## src/rtl/pc_trace_monitor.sv

```systemverilog
// Run monitor for the single-cycle MIPS core: counts cycles/retires, detects program end or
// cycle-budget timeout, and keeps a circular trace of the most recent retired PCs.
`timescale 1ns/1ps
module pc_trace_monitor #(
  parameter int                     PC_WIDTH        = 32,
  parameter int                     INSTR_WIDTH     = 32,
  parameter int                     TRACE_DEPTH     = 8,
  parameter logic [INSTR_WIDTH-1:0] HALT_INSTR      = 32'h0000000C,
  parameter int                     SELF_LOOP_COUNT = 3,
  parameter int                     MAX_CYCLES      = 100,
  parameter int                     CNT_WIDTH       = 32
) (
  input  logic                             clk,
  input  logic                             reset,
  input  logic                             retire,
  input  logic [PC_WIDTH-1:0]              pc,
  input  logic [INSTR_WIDTH-1:0]           instruction,
  input  logic                             clear,
  input  logic [$clog2(TRACE_DEPTH)-1:0]   rd_idx,
  output logic [PC_WIDTH-1:0]              rd_pc,
  output logic [$clog2(TRACE_DEPTH):0]     trace_count,
  output logic [CNT_WIDTH-1:0]             cycle_count,
  output logic [CNT_WIDTH-1:0]             retire_count,
  output logic                             running,
  output logic                             halted,
  output logic                             timeout,
  output logic [PC_WIDTH-1:0]              halt_pc
);

  localparam int IDX_W  = $clog2(TRACE_DEPTH);
  localparam int LOOP_W = $clog2(SELF_LOOP_COUNT + 1);

  localparam logic [1:0] ST_IDLE    = 2'd0;
  localparam logic [1:0] ST_RUN     = 2'd1;
  localparam logic [1:0] ST_HALTED  = 2'd2;
  localparam logic [1:0] ST_TIMEOUT = 2'd3;

  localparam logic [IDX_W:0]     TRACE_FULL  = (IDX_W + 1)'(TRACE_DEPTH);
  localparam logic [LOOP_W-1:0]  LOOP_HALT   = LOOP_W'(SELF_LOOP_COUNT);
  localparam logic [CNT_WIDTH-1:0] CYCLE_LIMIT = CNT_WIDTH'(MAX_CYCLES);
  localparam bit                 TIMEOUT_EN  = (MAX_CYCLES != 0);

  logic [1:0]           state_r,   state_nxt_s;
  logic [CNT_WIDTH-1:0] cycle_r,   cycle_nxt_s,  cycle_inc_s;
  logic [CNT_WIDTH-1:0] retire_r,  retire_nxt_s;
  logic [IDX_W:0]       tcount_r,  tcount_nxt_s;
  logic [IDX_W-1:0]     wptr_r,    wptr_nxt_s,   rd_ptr_s;
  logic [PC_WIDTH-1:0]  halt_pc_r, halt_pc_nxt_s;
  logic [PC_WIDTH-1:0]  last_pc_r, last_pc_nxt_s;
  logic [LOOP_W-1:0]    loop_r,    loop_nxt_s,   loop_step_s;
  logic                 active_s, take_s, halt_s, expire_s, mem_we_s;
  logic [PC_WIDTH-1:0]  mem_r [TRACE_DEPTH];

  // Next-state and datapath update; an IDLE retire is handled exactly like a RUN retire.
  always_comb begin
    active_s = 1'b0;
    case (state_r)
      ST_IDLE:    active_s = retire;
      ST_RUN:     active_s = 1'b1;
      ST_HALTED:  active_s = 1'b0;
      ST_TIMEOUT: active_s = 1'b0;
      default:    active_s = 1'b0;
    endcase
    take_s = active_s & retire;

    // The first retire after IDLE always starts a fresh run of equal PCs.
    if ((state_r == ST_RUN) && (pc == last_pc_r)) begin
      loop_step_s = loop_r + LOOP_W'(1);
    end else begin
      loop_step_s = LOOP_W'(1);
    end

    halt_s      = take_s && ((instruction == HALT_INSTR) || (loop_step_s == LOOP_HALT));
    cycle_inc_s = cycle_r + CNT_WIDTH'(1);
    expire_s    = TIMEOUT_EN && active_s && !halt_s && (cycle_inc_s == CYCLE_LIMIT);

    state_nxt_s   = state_r;
    cycle_nxt_s   = cycle_r;
    retire_nxt_s  = retire_r;
    tcount_nxt_s  = tcount_r;
    wptr_nxt_s    = wptr_r;
    halt_pc_nxt_s = halt_pc_r;
    last_pc_nxt_s = last_pc_r;
    loop_nxt_s    = loop_r;
    mem_we_s      = 1'b0;

    if (clear) begin
      state_nxt_s   = ST_IDLE;
      cycle_nxt_s   = '0;
      retire_nxt_s  = '0;
      tcount_nxt_s  = '0;
      wptr_nxt_s    = '0;
      halt_pc_nxt_s = '0;
      last_pc_nxt_s = '0;
      loop_nxt_s    = '0;
    end else begin
      if (active_s) begin
        cycle_nxt_s = cycle_inc_s;
      end else begin
        cycle_nxt_s = cycle_r;
      end

      if (take_s) begin
        mem_we_s      = 1'b1;
        retire_nxt_s  = retire_r + CNT_WIDTH'(1);
        wptr_nxt_s    = wptr_r + IDX_W'(1);
        tcount_nxt_s  = (tcount_r == TRACE_FULL) ? tcount_r : tcount_r + (IDX_W + 1)'(1);
        last_pc_nxt_s = pc;
        loop_nxt_s    = loop_step_s;
      end else begin
        mem_we_s = 1'b0;
      end

      // Halt takes priority over a timeout landing on the same cycle.
      if (halt_s) begin
        state_nxt_s   = ST_HALTED;
        halt_pc_nxt_s = pc;
      end else if (expire_s) begin
        state_nxt_s   = ST_TIMEOUT;
        halt_pc_nxt_s = take_s ? pc : last_pc_r;
      end else if (active_s) begin
        state_nxt_s = ST_RUN;
      end else begin
        state_nxt_s = state_r;
      end
    end
  end

  // Control and counter registers.
  always_ff @(posedge clk or posedge reset) begin
    if (reset) begin
      state_r   <= ST_IDLE;
      cycle_r   <= '0;
      retire_r  <= '0;
      tcount_r  <= '0;
      wptr_r    <= '0;
      halt_pc_r <= '0;
      last_pc_r <= '0;
      loop_r    <= '0;
    end else begin
      state_r   <= state_nxt_s;
      cycle_r   <= cycle_nxt_s;
      retire_r  <= retire_nxt_s;
      tcount_r  <= tcount_nxt_s;
      wptr_r    <= wptr_nxt_s;
      halt_pc_r <= halt_pc_nxt_s;
      last_pc_r <= last_pc_nxt_s;
      loop_r    <= loop_nxt_s;
    end
  end

  // Trace storage is deliberately not reset; entries beyond trace_count are stale.
  always_ff @(posedge clk) begin
    if (mem_we_s) begin
      mem_r[wptr_r] <= pc;
    end
  end

  assign rd_ptr_s     = wptr_r - IDX_W'(1) - rd_idx;
  assign rd_pc        = mem_r[rd_ptr_s];
  assign trace_count  = tcount_r;
  assign cycle_count  = cycle_r;
  assign retire_count = retire_r;
  assign halt_pc      = halt_pc_r;
  assign running      = (state_r == ST_RUN);
  assign halted       = (state_r == ST_HALTED);
  assign timeout      = (state_r == ST_TIMEOUT);

endmodule

```

## config.mk

```make
export PLATFORM = sky130hd
export DESIGN_NAME = pc_trace_monitor
export DESIGN_NICKNAME = d
export VERILOG_FILES = /design/src/rtl/pc_trace_monitor.sv
export SDC_FILE = /design/constraint.sdc
export NUM_CORES = 1
export LEC_CHECK = 0
export ABC_AREA = 1
export BUFFER_PORTS_ARGS = -buffer_cell sky130_fd_sc_hd__clkbuf_2
export CORE_ASPECT_RATIO = 0.9
export CORE_MARGIN = 4
export CORE_UTILIZATION = 45
export CTS_BUF_LIST = sky130_fd_sc_hd__clkbuf_8 sky130_fd_sc_hd__clkbuf_16
export DETAILED_ROUTE_END_ITERATION = 7
export PLACE_DENSITY = 0.61
export SYNTH_ARGS = -nofsm -noshare
export SYNTH_HDL_FRONTEND = slang
export SYNTH_SLANG_ARGS = --single-unit
export TNS_END_PERCENT = 50
```

## constraint.sdc

```tcl
create_clock -name clk -period 9.82 [get_ports clk]
set_input_delay 0.491 -clock clk [delete_from_list [all_inputs] [get_ports clk]]
set_output_delay 0.491 -clock clk [all_outputs]
set_load 0.02 [all_outputs]
```

# Yosys cells after proc, flatten, opt, wreduce, memory -nomap -nowiden
# Memories as Yosys holds them, arrays and structs flattened.
# Index checks and enable logic that the tools add are counted.
[op_classes]
n_addsub = 7
n_eq_ne = 9
mux = 26
bitwise_logic = 1
n_reduce_logical = 13
[ops]
columns = ["op", "count"]
rows = [
  ["32-bit two-way mux", 9],
  ["32-bit by 1-bit adder with 32-bit output (second input constant)", 2],
  ["32-bit equality test", 1],
  ["32-bit by 4-bit equality test with 1-bit output (second input constant)", 1],
  ["32-bit by 7-bit equality test with 1-bit output (second input constant)", 1],
  ["2-bit two-way mux", 7],
  ["4-bit two-way mux", 3],
  ["2-bit equality test (second input constant)", 3],
  ["3-bit two-way mux", 2],
  ["4-bit by 1-bit adder with 4-bit output (second input constant)", 1],
  ["4-bit equality test (second input constant)", 1],
  ["1-bit logical AND", 4],
  ["1-bit two-way mux", 4],
  ["2-bit nonzero test", 2],
  ["4-bit nonzero test", 1],
  ["3-bit by 1-bit adder with 3-bit output (second input constant)", 1],
  ["1-bit one-hot mux with 3 select lines", 1],
  ["3-bit nonzero test", 1],
  ["3-bit by 1-bit subtractor with 3-bit output (second input constant)", 1],
  ["3-bit subtractor", 1],
  ["2-bit by 1-bit adder with 2-bit output (second input constant)", 1],
  ["2-bit by 1-bit equality test with 1-bit output (second input constant)", 1],
  ["2-bit zero test", 1],
  ["2-bit != test (second input constant)", 1],
  ["5 further kinds", 5],
]
[word_totals]
ff_bits = 139
ramBits = 256
out_inout_bits = 135
elab_cells = 65
memories = 1
[mem_list]
columns = ["name", "words", "word_bits", "read_ports", "rd_ports_with_merged_regs", "write_ports", "line", "source"]
rows = [
  ["mem_r", 8, 32, 1, 0, 1, "52", "logic [PC_WIDTH-1:0] mem_r [TRACE_DEPTH];"],
]

# Depth between registers and ports, before layout
[depth]
word_depth = 12
mapped_depth = 17
depth_no_buf = 16

# Worst setup path before layout
# OpenSTA, ideal clock, no wires.
[synth_timing]
path_kind = "input port to flip-flop"
from = "input port clear"
to = "memory mem_r[0][0] (enable)"
t_arrival_ps = 2854
required_ps = 9399
setup_slack_ps = 6545
cell_stages = 5
cell_sequence = "clkbuf_1 nor2_1 clkbuf_1 nand2_1 nor2_1"
[synth_between]
elab_chain_cells = 3
[synth_rtl]
columns = ["element", "line", "source"]
rows = [
  ["start: declaration", "18", "input logic clear,"],
  ["1-bit two-way mux", "87", "if (clear) begin"],
  ["1-bit two-way mux", "154", "if (mem_we_s) begin"],
  ["1-bit two-way mux (implied by the code)", "155", "mem_r[wptr_r] <= pc;"],
  ["end: declaration", "52", ""],
]
# No other way between the ends.

# Worst setup path after layout
[layout_timing]
from = "register wptr_r[0]"
to = "output port rd_pc[22]"
[layout_between]
elab_chain_cells = 3
[layout_rtl]
columns = ["element", "line", "source"]
rows = [
  ["start: declaration", "47", "logic [IDX_W-1:0] wptr_r, wptr_nxt_s, rd_ptr_s;"],
  ["start signal: assignment", "145", "wptr_r <= wptr_nxt_s;"],
  ["3-bit by 1-bit subtractor with 3-bit output", "159", "assign rd_ptr_s = wptr_r - IDX_W'(1) - rd_idx;"],
  ["3-bit subtractor", "159", ""],
  ["memory 8 x 32 bit", "n/a", ""],
  ["end: declaration", "20", "output logic [PC_WIDTH-1:0] rd_pc,"],
]
# No other way between the ends.

==> results by group <==
GRT
  – GRT Util Overall: 21.2%
  – Vias in the first global route: 12500
  – Initial antenna violation count: 0
  – First-pass GRT wire length: 71700 um
  – Largest net degree at the start of global routing: 87
  – GRT overflow: 0

Routing
  – Vias per cell: 5.26
  – Total vias in the final route: 13200
  – Wirelength, routed: 46200 um
  – Iteration-0 DRC count of the detailed router: 1042
  – First-pass DRT Iterations: 5
  – Wire per inst: 18.4 um
  – Post-route ant nets: 0
  – DR DRC count: 0

Critical path
  – Worst R2R End: trace_count[2]$_DFFE_PP0P_
  – Crit end category: primary output
  – Crit path launch: wptr_r[0]$_DFFE_PP0P_
  – End point of the critical path: rd_pc[22]
  – R2R Setup Slk: 6040 ps
  – Worst path arrival time: 3790 ps
  – Worst Setup Start Kind: register
  – Worst Path Required: 9330 ps
  – Crit path kind: register to primary output
  – Critical R2R Launch: state_r[1]$_DFFE_PP0P_
  – Worst R2R Path Depth: 10
  – Max FO, Critical Path: 74

Floorplan
  – Initial Utilization: 45.9%
  – Die area: 42600 um^2
  – Die height: 196 um
  – Core ar.: 38600 um^2
  – Row cnt: 68
  – Boundary pin count: 206
  – Die Width: 217 um

STA
  – Final Skew: 15.7 ps
  – Worst-margin pin slew: 1250 ps
  – Max Freq: 233 MHz
  – Slew HR: 16.6%
  – Final hold violation count: 0
  – RSZ-0062 raised after global routing: no
  – Final period util: 43.6%
  – Number of slew-limit violations in the final report: 0
  – Period minus WS final: 4280 ps
  – Final setup TNS: 0 ps
  – Final worst slack: 5540 ps
  – Final setup violating endpoints: 0

Placement
  – Worst slack at placement: 5900 ps
  – HPWL Detailed: 30100 um
  – Final GP Congestion: 0.903
  – Placed insts: 2444
  – # port buffers: 205

Synthesis
  – Mapped cell area: 17700 um^2
  – Yosys warns: 0
  – Syn Area/Cell: 9.99 um^2
  – Seq/Total Area, Yosys: 63.0%
  – Cell count after synthesis: 1774
  – Netlist cell types: 40
  – Yosys reg bits: 395
  – Syn Nets: 1852

Status
  – Status: finished, final reports clean

Worst hold path
  – Hold Crit Class: primary input to asynchronous set/reset pin

Power
  – Comb pwr share: 12.7%
  – Int Pwr: 2780 uW
  – Cell area power density: 184 nW/um^2
  – Sequential share of power: 48.5%
  – Psw: 1000 uW
  – Lkg Pwr: 0.00861 uW
  – Clock share of power: 38.9%
  – Switching Share: 26.5%
  – Tot Pwr: 3780 uW
  – Peak supply drop: 141 uV

Finish
  – Share of layout cells above drive strength 1: 15.6%
  – Ant. Diodes: 0
  – Nets@finish: 2041
  – Non-Filler Instances: 2516
  – Area delta synth->final: 16.0%
  – Fin util: 53.2%

Run
  – Max-Cap Viols: 0

Clocking
  – Clock slew at reported path FFs: 60 ps
  – CTS tree: built
  – Inserted Clock Buffers: 42
  – Clock Sinks: 395
  – Worst skew pair latency: 550 ps
  – Root Buffer: clkbuf_16
  – Setup Fix Bufs, Post-CTS: 0
  – Cts repair resizes: 0
  – Number of H-tree levels: 2
  – CTS Hold Bufs: 0
  – Longest Clk Path Bufs: 3
worst min-delay path by stage:
| stage | cells after the start | start | end | slack, ps |
|---|---|---|---|---|
| floorplan | 2 | last_pc_r[31]$_DFF_PP0_ | last_pc_r[31]$_DFF_PP0_ | 500 |
| global placement | 1 | trace_count[3]$_DFFE_PP0P_ | trace_count[3]$_DFFE_PP0P_ | 490 |
| detailed placement | 1 | trace_count[3]$_DFFE_PP0P_ | trace_count[3]$_DFFE_PP0P_ | 490 |
| CTS | 2 | reset | cycle_count[10]$_DFFE_PP0P_ | 100 |
| global route | 2 | reset | cycle_count[14]$_DFFE_PP0P_ | 150 |
| finish | 2 | reset | retire_count[12]$_DFFE_PP0P_ | 90 |
kinds of logic (layout without fill, tap and decap cells):
logic type | count (synthesis) | after routing | share of synthesized area (%)
buffers and inverters | 309 | 526 | 6.70
xor gates and xnor gates | 20 | 20 | 0.988
adders and majority gates | 7 | 7 | 0.536
AOI/OAI and AO/OA | 356 | 356 | 11.3
and+or+nand+nor | 655 | 655 | 15.7
muxes | 32 | 32 | 1.81
DFF | 395 | 395 | 63.0
stage by stage:
stage,hold slack [ps],cell area [um^2]
finish,89.6,20600
global route,146,20600
CTS,99.7,20600
detailed placement,487,19300
global placement,491,19300
floorplan,502,17700
power by group through the flow:
stage          clock network [uW]  registers, uW  logic, uW
6_report                     1470           1830        479
5_1_grt                      1570           1840        532
4_1_cts                      1500           1830        486
3_5_place_dp                    0           1860        484
3_3_place_gp                    0           1860        480
2_1_floorplan                   0           1880        293
registers in the layout, indices dropped and copies added, names as in the netlist:
| register | cells |
|---|---|
| mem_r | 256 |
| trace_count | 4 |
| last_pc_r | 32 |
| cycle_count | 32 |
| halt_pc | 32 |
| wptr_r | 3 |
| loop_r | 2 |
| state_r | 2 |
| retire_count | 32 |
worst max-delay path: stages, from the launching register on:
cell and delay, ps:
dfrtp_1 510, ha_4 170, inv_1 40, fa_4 970, buf_4 720, o211ai_1 190, a31oi_1 330, clkbuf_2 230
per-layer routing:
metal / up-vias / wire length [um] / track usage, %
met2: 363 / 20300 / 31.8
li1: 6433 / - / -
met3: 57 / 3380 / 5.20
met5: - / 0 / 0
met1: 6390 / 21900 / 31.7
met4: 0 / 685 / 4.29
cell usage after synthesis (all sizes together):
| cell type | n | area, um^2 |
|---|---|---|
| clkbuf | 63 | 236 |
| o221a | 1 | 11.3 |
| o211ai | 32 | 240 |
| nor4 | 15 | 93.8 |
| o32ai | 1 | 8.76 |
| a21oi | 88 | 440 |
| fa | 1 | 20.0 |
| dfrtp | 139 | 3480 |
| inv | 234 | 878 |
| nand2 | 357 | 1370 |
| buf | 9 | 62.6 |
| mux2i | 32 | 320 |
| o31ai | 4 | 30.0 |
| o21bai | 1 | 7.51 |
| nor3 | 17 | 85.1 |
| nand3 | 75 | 380 |
| edfxtp | 256 | 7690 |
| a22o | 8 | 70.1 |
| clkinv | 3 | 11.3 |
| o21ai | 152 | 761 |
| nor3b | 2 | 15.0 |
| and2 | 4 | 25.0 |
| xor2 | 18 | 158 |
| a211oi | 1 | 7.51 |
| ha | 6 | 75.1 |
| nand4 | 22 | 138 |
| xnor2 | 2 | 17.5 |
| nor2 | 163 | 676 |
| o21a | 3 | 22.5 |
| a31oi | 35 | 219 |
| o22ai | 30 | 188 |
layout by cell type, fill, tap and decap left out, drive strengths merged:
| cell | n |
|---|---|
| o21bai | 1 |
| o21a | 3 |
| xnor2 | 2 |
| nand4 | 22 |
| a211oi | 1 |
| o22ai | 30 |
| a22o | 8 |
| ha | 6 |
| mux2i | 32 |
| nand2 | 357 |
| o211ai | 32 |
| o31ai | 4 |
| a31oi | 35 |
| fa | 1 |
| clkinv | 17 |
| clkinvlp | 1 |
| nor3b | 2 |
| bufinv | 1 |
| nor3 | 17 |
| nor2 | 163 |
| o21ai | 152 |
| inv | 245 |
| clkbuf | 250 |
| a21oi | 88 |
| and2 | 4 |
| nand3 | 75 |
| dfrtp | 139 |
| o221a | 1 |
| xor2 | 18 |
| buf | 12 |
| nor4 | 15 |
| o32ai | 1 |
| edfxtp | 256 |
final cells by class:
type | instances | area, um^2
multi-input combinational | 1070 | 5480
tap | 525 | 657
timing repair buffer | 217 | 1120
inverter | 237 | 895
sequential | 395 | 11200
clock inverter | 27 | 168
clock buffer | 45 | 1090
fill | 3539 | 18100
No activity file was read; power rests on OpenSTA's default activity.
